## config.mk

```make
export PLATFORM = sky130hd
export DESIGN_NAME = add_seq
export DESIGN_NICKNAME = d
export VERILOG_FILES = /design/src/rtl/alu_pkg.sv /design/src/rtl/add_chunk.sv /design/src/rtl/add_seq.sv
export SDC_FILE = /design/constraint.sdc
export NUM_CORES = 1
export LEC_CHECK = 0
export CAP_MARGIN = 20
export CORE_ASPECT_RATIO = 0.6
export CORE_MARGIN = 2
export CORE_UTILIZATION = 30
export DETAILED_ROUTE_END_ITERATION = 6
export SETUP_SLACK_MARGIN = 0.2
export SLEW_MARGIN = 30
export SYNTH_ARGS = -nofsm -noshare
export SYNTH_HDL_FRONTEND = slang
export SYNTH_SLANG_ARGS = --single-unit
```

## constraint.sdc

```tcl
create_clock -name clk -period 5.1 [get_ports clk]
set_input_delay 1.02 -clock clk [delete_from_list [all_inputs] [get_ports clk]]
set_output_delay 1.02 -clock clk [all_outputs]
set_load 0.1 [all_outputs]
```

## src/rtl/alu_pkg.sv

```systemverilog
// Shared ALU definitions: datapath width, sequencer states and flag helpers
// used by the multi-cycle arithmetic blocks.
package alu_pkg;

   localparam int ALU_WIDTH = 32;

   typedef enum logic [1:0] {
      IDLE = 2'd0,
      BUSY = 2'd1,
      DONE = 2'd2
   } state_t;

   // Two's-complement overflow of an addition, judged on the sign bits alone.
   function automatic logic add_ovf(input logic a_msb, input logic b_msb, input logic s_msb);
      return (a_msb == b_msb) && (s_msb != a_msb);
   endfunction

endpackage

```

## src/rtl/add_chunk.sv

```systemverilog
// Combinational CHUNK-bit adder slice with carry in/out; the sequencer reuses
// one instance for every slice of the operands.
module add_chunk
   import alu_pkg::*;
#(
   parameter int CHUNK = 8
) (
   input  logic [CHUNK-1:0] a,
   input  logic [CHUNK-1:0] b,
   input  logic             cin,
   output logic [CHUNK-1:0] sum,
   output logic             cout
);

   logic [CHUNK:0] total_s;

   // Widen by one bit so the slice carry-out falls out of the MSB.
   always_comb begin
      total_s = {1'b0, a} + {1'b0, b} + {{CHUNK{1'b0}}, cin};
   end

   assign sum  = total_s[CHUNK-1:0];
   assign cout = total_s[CHUNK];

endmodule

```

## src/rtl/add_seq.sv

```systemverilog
// Multi-cycle adder: adds CHUNK bits per BUSY cycle through a rippled carry
// register and presents sum, carry, signed overflow and zero flag on a valid/ready port.
module add_seq
   import alu_pkg::*;
#(
   parameter int WIDTH = ALU_WIDTH,
   parameter int CHUNK = 8
) (
   input  logic             clk,
   input  logic             rst_n,
   input  logic             in_valid,
   output logic             in_ready,
   input  logic [WIDTH-1:0] inA,
   input  logic [WIDTH-1:0] inB,
   output logic             out_valid,
   input  logic             out_ready,
   output logic [WIDTH-1:0] addout,
   output logic             carry,
   output logic             ovf,
   output logic             flag
);

   localparam int NSTEP = WIDTH / CHUNK;
   localparam int CW    = (NSTEP > 1) ? $clog2(NSTEP) : 1;
   localparam logic [CW-1:0] LAST_STEP = CW'(NSTEP - 1);

   state_t           state_r;
   state_t           state_nxt_s;
   logic [CW-1:0]    cnt_r;
   logic [WIDTH-1:0] a_r;
   logic [WIDTH-1:0] b_r;
   logic [WIDTH-1:0] sum_r;
   logic             cin_r;
   logic [WIDTH-1:0] addout_r;
   logic             carry_r;
   logic             ovf_r;
   logic             flag_r;
   logic             out_valid_r;
   logic             in_ready_r;

   logic             accept_s;
   logic             take_s;
   logic             last_s;
   logic [CHUNK-1:0] a_slice_s;
   logic [CHUNK-1:0] b_slice_s;
   logic [CHUNK-1:0] chunk_sum_s;
   logic             chunk_cout_s;
   logic [WIDTH-1:0] sum_nxt_s;

   assign accept_s = in_valid && in_ready_r;
   assign take_s   = out_valid_r && out_ready;
   assign last_s   = (state_r == BUSY) && (cnt_r == LAST_STEP);

   // State register.
   always_ff @(posedge clk or negedge rst_n) begin
      if (!rst_n) begin
         state_r <= IDLE;
      end else begin
         state_r <= state_nxt_s;
      end
   end

   // Next-state logic: one BUSY cycle per slice, DONE holds until the result is taken.
   always_comb begin
      state_nxt_s = state_r;
      case (state_r)
         IDLE: begin
            if (accept_s) begin
               state_nxt_s = BUSY;
            end else begin
               state_nxt_s = IDLE;
            end
         end
         BUSY: begin
            if (cnt_r == LAST_STEP) begin
               state_nxt_s = DONE;
            end else begin
               state_nxt_s = BUSY;
            end
         end
         DONE: begin
            if (take_s) begin
               state_nxt_s = IDLE;
            end else begin
               state_nxt_s = DONE;
            end
         end
         default: begin
            state_nxt_s = IDLE;
         end
      endcase
   end

   // Select the operand slice addressed by the step counter.
   always_comb begin
      a_slice_s = {CHUNK{1'b0}};
      b_slice_s = {CHUNK{1'b0}};
      for (int i = 0; i < NSTEP; i++) begin
         a_slice_s = (cnt_r == CW'(i)) ? a_r[i*CHUNK +: CHUNK] : a_slice_s;
         b_slice_s = (cnt_r == CW'(i)) ? b_r[i*CHUNK +: CHUNK] : b_slice_s;
      end
   end

   add_chunk #(
      .CHUNK (CHUNK)
   ) u_add_chunk (
      .a    (a_slice_s),
      .b    (b_slice_s),
      .cin  (cin_r),
      .sum  (chunk_sum_s),
      .cout (chunk_cout_s)
   );

   // Partial sum with the current slice merged in; on the last step this is the full result.
   always_comb begin
      sum_nxt_s = sum_r;
      for (int i = 0; i < NSTEP; i++) begin
         sum_nxt_s[i*CHUNK +: CHUNK] = (cnt_r == CW'(i)) ? chunk_sum_s : sum_r[i*CHUNK +: CHUNK];
      end
   end

   // Operand capture, slice accumulation and result registers.
   always_ff @(posedge clk or negedge rst_n) begin
      if (!rst_n) begin
         cnt_r    <= {CW{1'b0}};
         a_r      <= {WIDTH{1'b0}};
         b_r      <= {WIDTH{1'b0}};
         sum_r    <= {WIDTH{1'b0}};
         cin_r    <= 1'b0;
         addout_r <= {WIDTH{1'b0}};
         carry_r  <= 1'b0;
         ovf_r    <= 1'b0;
         flag_r   <= 1'b0;
      end else begin
         case (state_r)
            IDLE: begin
               if (accept_s) begin
                  a_r   <= inA;
                  b_r   <= inB;
                  sum_r <= {WIDTH{1'b0}};
                  cnt_r <= {CW{1'b0}};
                  cin_r <= 1'b0;
               end else begin
                  cnt_r <= cnt_r;
               end
            end
            BUSY: begin
               sum_r <= sum_nxt_s;
               cin_r <= chunk_cout_s;
               cnt_r <= cnt_r + CW'(1);
               // Flags are evaluated once on the complete sum, never per slice.
               if (last_s) begin
                  addout_r <= sum_nxt_s;
                  carry_r  <= chunk_cout_s;
                  ovf_r    <= add_ovf(a_r[WIDTH-1], b_r[WIDTH-1], sum_nxt_s[WIDTH-1]);
                  flag_r   <= (sum_nxt_s == {WIDTH{1'b0}});
               end else begin
                  addout_r <= addout_r;
               end
            end
            DONE: begin
               cnt_r <= cnt_r;
            end
            default: begin
               cnt_r <= {CW{1'b0}};
            end
         endcase
      end
   end

   // Handshake outputs registered from the next state so they align with it.
   always_ff @(posedge clk or negedge rst_n) begin
      if (!rst_n) begin
         out_valid_r <= 1'b0;
         in_ready_r  <= 1'b1;
      end else begin
         out_valid_r <= (state_nxt_s == DONE);
         in_ready_r  <= (state_nxt_s == IDLE);
      end
   end

   assign in_ready  = in_ready_r;
   assign out_valid = out_valid_r;
   assign addout    = addout_r;
   assign carry     = carry_r;
   assign ovf       = ovf_r;
   assign flag      = flag_r;

endmodule

```

==> results.sh <==
export IMPL_status="complete, no violations"
export IMPL_avgSynthCellArea_um2=10.7
export IMPL_cts_resized=0
export IMPL_synthTopCellsByArea="dfrtp_1 (51%), mux2_2 (11%), nand2_1 (4.7%)"
export IMPL_synth_edf_count=0
export IMPL_holdPathEnd="addout[2]"
export IMPL_initial_core_util_pct=31.1
export IMPL_max_cap_violations=0
export IMPL_synth_async_reset_ratio_pct=100
export IMPL_fin_worst_skew_ns=0.0127
export IMPL_grt_pass1_vias=4580
export IMPL_dr_pass1_iters=5
export IMPL_crit_chain="inv_1 -> ha_2 -> buf_4 -> nor2_1 -> a21oi_1 -> nor2_1 -> a21oi_1 -> nor2_1 -> a21o_1 -> ha_1 -> nor2b_4 -> o311a_4 -> o21ai_2 -> nand2b_1 -> xor2_1 -> a2111oi_2 -> a32o_1"
export IMPL_num_vias=4743
export IMPL_cts_tree="built"
export IMPL_clkSlewWorstSetupHoldPaths_ns=0.06
export IMPL_rr_worst_depth=17
export IMPL_synth_cells=589
export IMPL_die_x_um=191
export IMPL_hp_start="addout[2]"
export IMPL_cp_slowest_cell="xor2_1"
export IMPL_cts_root_buffer="clkbuf_16"
export IMPL_grt_pass1_wl_um=28300
export IMPL_cpPeakStageDelay_ns=0.60
export IMPL_cts_setup_buffers=0
export IMPL_wl_met3_um=1630
export IMPL_synth_cell_types=60
export IMPL_rsz0062_at_grt="no"
export IMPL_clock_sinks=130
export IMPL_synth_top_area_share_pct=51.3
export IMPL_final_hold_violation_count=0
export IMPL_hold_path_class="flop to flop"
export IMPL_final_min_clock_period_ns=4.19
export IMPL_io_buffers=104
export IMPL_tns_ns=0
export IMPL_drv_slew=0
export IMPL_h_tree_depth=4
export IMPL_postRouteAntennaNets=0
export IMPL_gp_congestion=0.834
export IMPL_seq_area_frac_synth_pct=51.7
export IMPL_end_kind="flop"
export IMPL_r2r_slack_ns=0.91
export IMPL_dr_wl_met2_um=6500
export IMPL_drcViolationCount=0
export IMPL_cts_hold_buffers_added=0
export IMPL_worst_endpoint_required_ns=5.41
export IMPL_syn_to_final_growth_pct=31.5
export IMPL_synth_seq_cells=130
export IMPL_drt_iter0_drc=369
export IMPL_n_antenna_cell=0
export IMPL_fmax_mhz=239
export IMPL_synthFlopType="dfrtp_1"
export IMPL_clk_latency_ns=0.42
export IMPL_timing_slew_headroom_pct=33.5
export IMPL_wl_met1_um=9900
export IMPL_core_um2=20300
export IMPL_grt_overflow=0
export IMPL_fin_nets=765
export IMPL_die_y_um=116
export IMPL_yosys_warnings=0
export IMPL_cp_common_cell="nor2_1"
export IMPL_crit_arrival_ns=4.50
export IMPL_grt_total_usage_pct=17.2
export IMPL_layout_common_cells="dfrtp_1 (129), clkdlybuf4s50_1 (102), nand2_1 (79)"
export IMPL_holdPathStages=2
export IMPL_critPathKind="flop to flop"
export IMPL_die_area_um2=22200
export IMPL_crit_start="cnt_r[1]"
export IMPL_rows=40
export IMPL_syn_area_um2=6300
export IMPL_wl_um=18200
export IMPL_clockBufferDepth=2
export IMPL_critPathMaxFanout=30
export IMPL_layout_commonest_cell="dfrtp_1"
export IMPL_numCtsBuffers=17
export IMPL_tightest_slew_ns=0.995
export IMPL_io_pins=105
export IMPL_layout_drive_gt1_share_pct=18.8
export IMPL_top_layer="met4"
export IMPL_start_kind="flop"
export IMPL_vias_per_cell=4.89
export IMPL_timing_rr_start="cnt_r[1]"
export IMPL_dpl_hpwl_um=13000
export IMPL_setup_viol=0
export IMPL_routedWlPerCell_um=18.7
export IMPL_antenna_found_initial=0
export IMPL_r2r_end="flag"
export IMPL_min_period_over_period_pct=82.1
export IMPL_grt_max_degree=62
export IMPL_synth_top_area_cell="dfrtp_1"
export IMPL_synth_net_count=670
## per-stage QoR
stage               hold WS [ns]  util, %  instance area, um^2  cells  setup WS [ns]
finish                     0.480     40.9                 8280    970          0.912
global route               0.508     40.9                 8280    970          0.639
CTS                        0.486     40.9                 8290    970          0.952
detailed placement         0.473     37.5                 7590    938          0.995
global placement           0.465     37.5                 7590    938           1.04
floorplan                  0.442        -                 6300    589           1.14
## sequential cells by signal (all words and copies together), names as in the netlist
register / cells
addout: 32
carry: 1
cnt_r: 2
in_ready: 1
out_valid: 1
ovf: 1
cin_r: 1
a_r: 32
sum_r: 24
b_r: 32
state_r: 2
flag: 1
## layout make-up
type	instances	area, um^2
tap	273	342
inverter	9	33.8
multi-input combinational	412	2850
sequential	130	3250
fill	1958	12000
clock buffer	20	467
timing repair buffer	114	1110
clock inverter	12	226
## metal layers
metal	vias up	track usage (%)
met4	0	3.26
met3	12	6.04
met2	166	20.4
met5	-	0
li1	2275	-
met1	2290	28.5
## Yosys cell counts, types with 3 or more instances
cell,instances
mux2i_1,21
nor2_1,52
xnor2_1,3
buf_1,7
a21oi_1,41
inv_1,8
dfrtp_1,129
buf_2,12
nor2b_1,3
nand2_1,79
o21ai_0,55
mux2_2,64
o22ai_1,6
a32o_1,4
ha_1,11
clkbuf_1,17
or3_1,3
nand2b_1,3
a22o_1,15
## kinds of logic (layout without fill, tap and decap cells)
group	count (synthesis)	count (layout)	share of synthesized area (%)
simple gates	163	163	11.5
xor+xnor	6	6	0.954
fa+ha+maj	13	13	2.82
buf+inv	47	155	3.28
flops	130	130	51.7
compound gates	145	145	14.9
mux	85	85	14.8
## worst max-delay path by stage
stage	end	cells after the start	slack [ns]
after CTS	flag	17	0.95
after detailed placement	flag	17	0.99
final	flag	17	0.91
after global routing	flag	16	0.64
after global placement	flag	17	1.04
after floorplan	flag	18	1.14
## worst max-delay path: cells and delay by family, from the launching register on
family | cells | cell delay (ns)
xor+xnor | 1 | 0.60
compound gates | 7 | 1.36
simple gates | 5 | 0.42
buf+inv | 2 | 0.49
flops | 1 | 0.41
fa+ha+maj | 2 | 0.81
Power is not shown: default switching activity piles up to over one toggle a cycle in this logic, so the estimate is an artifact.
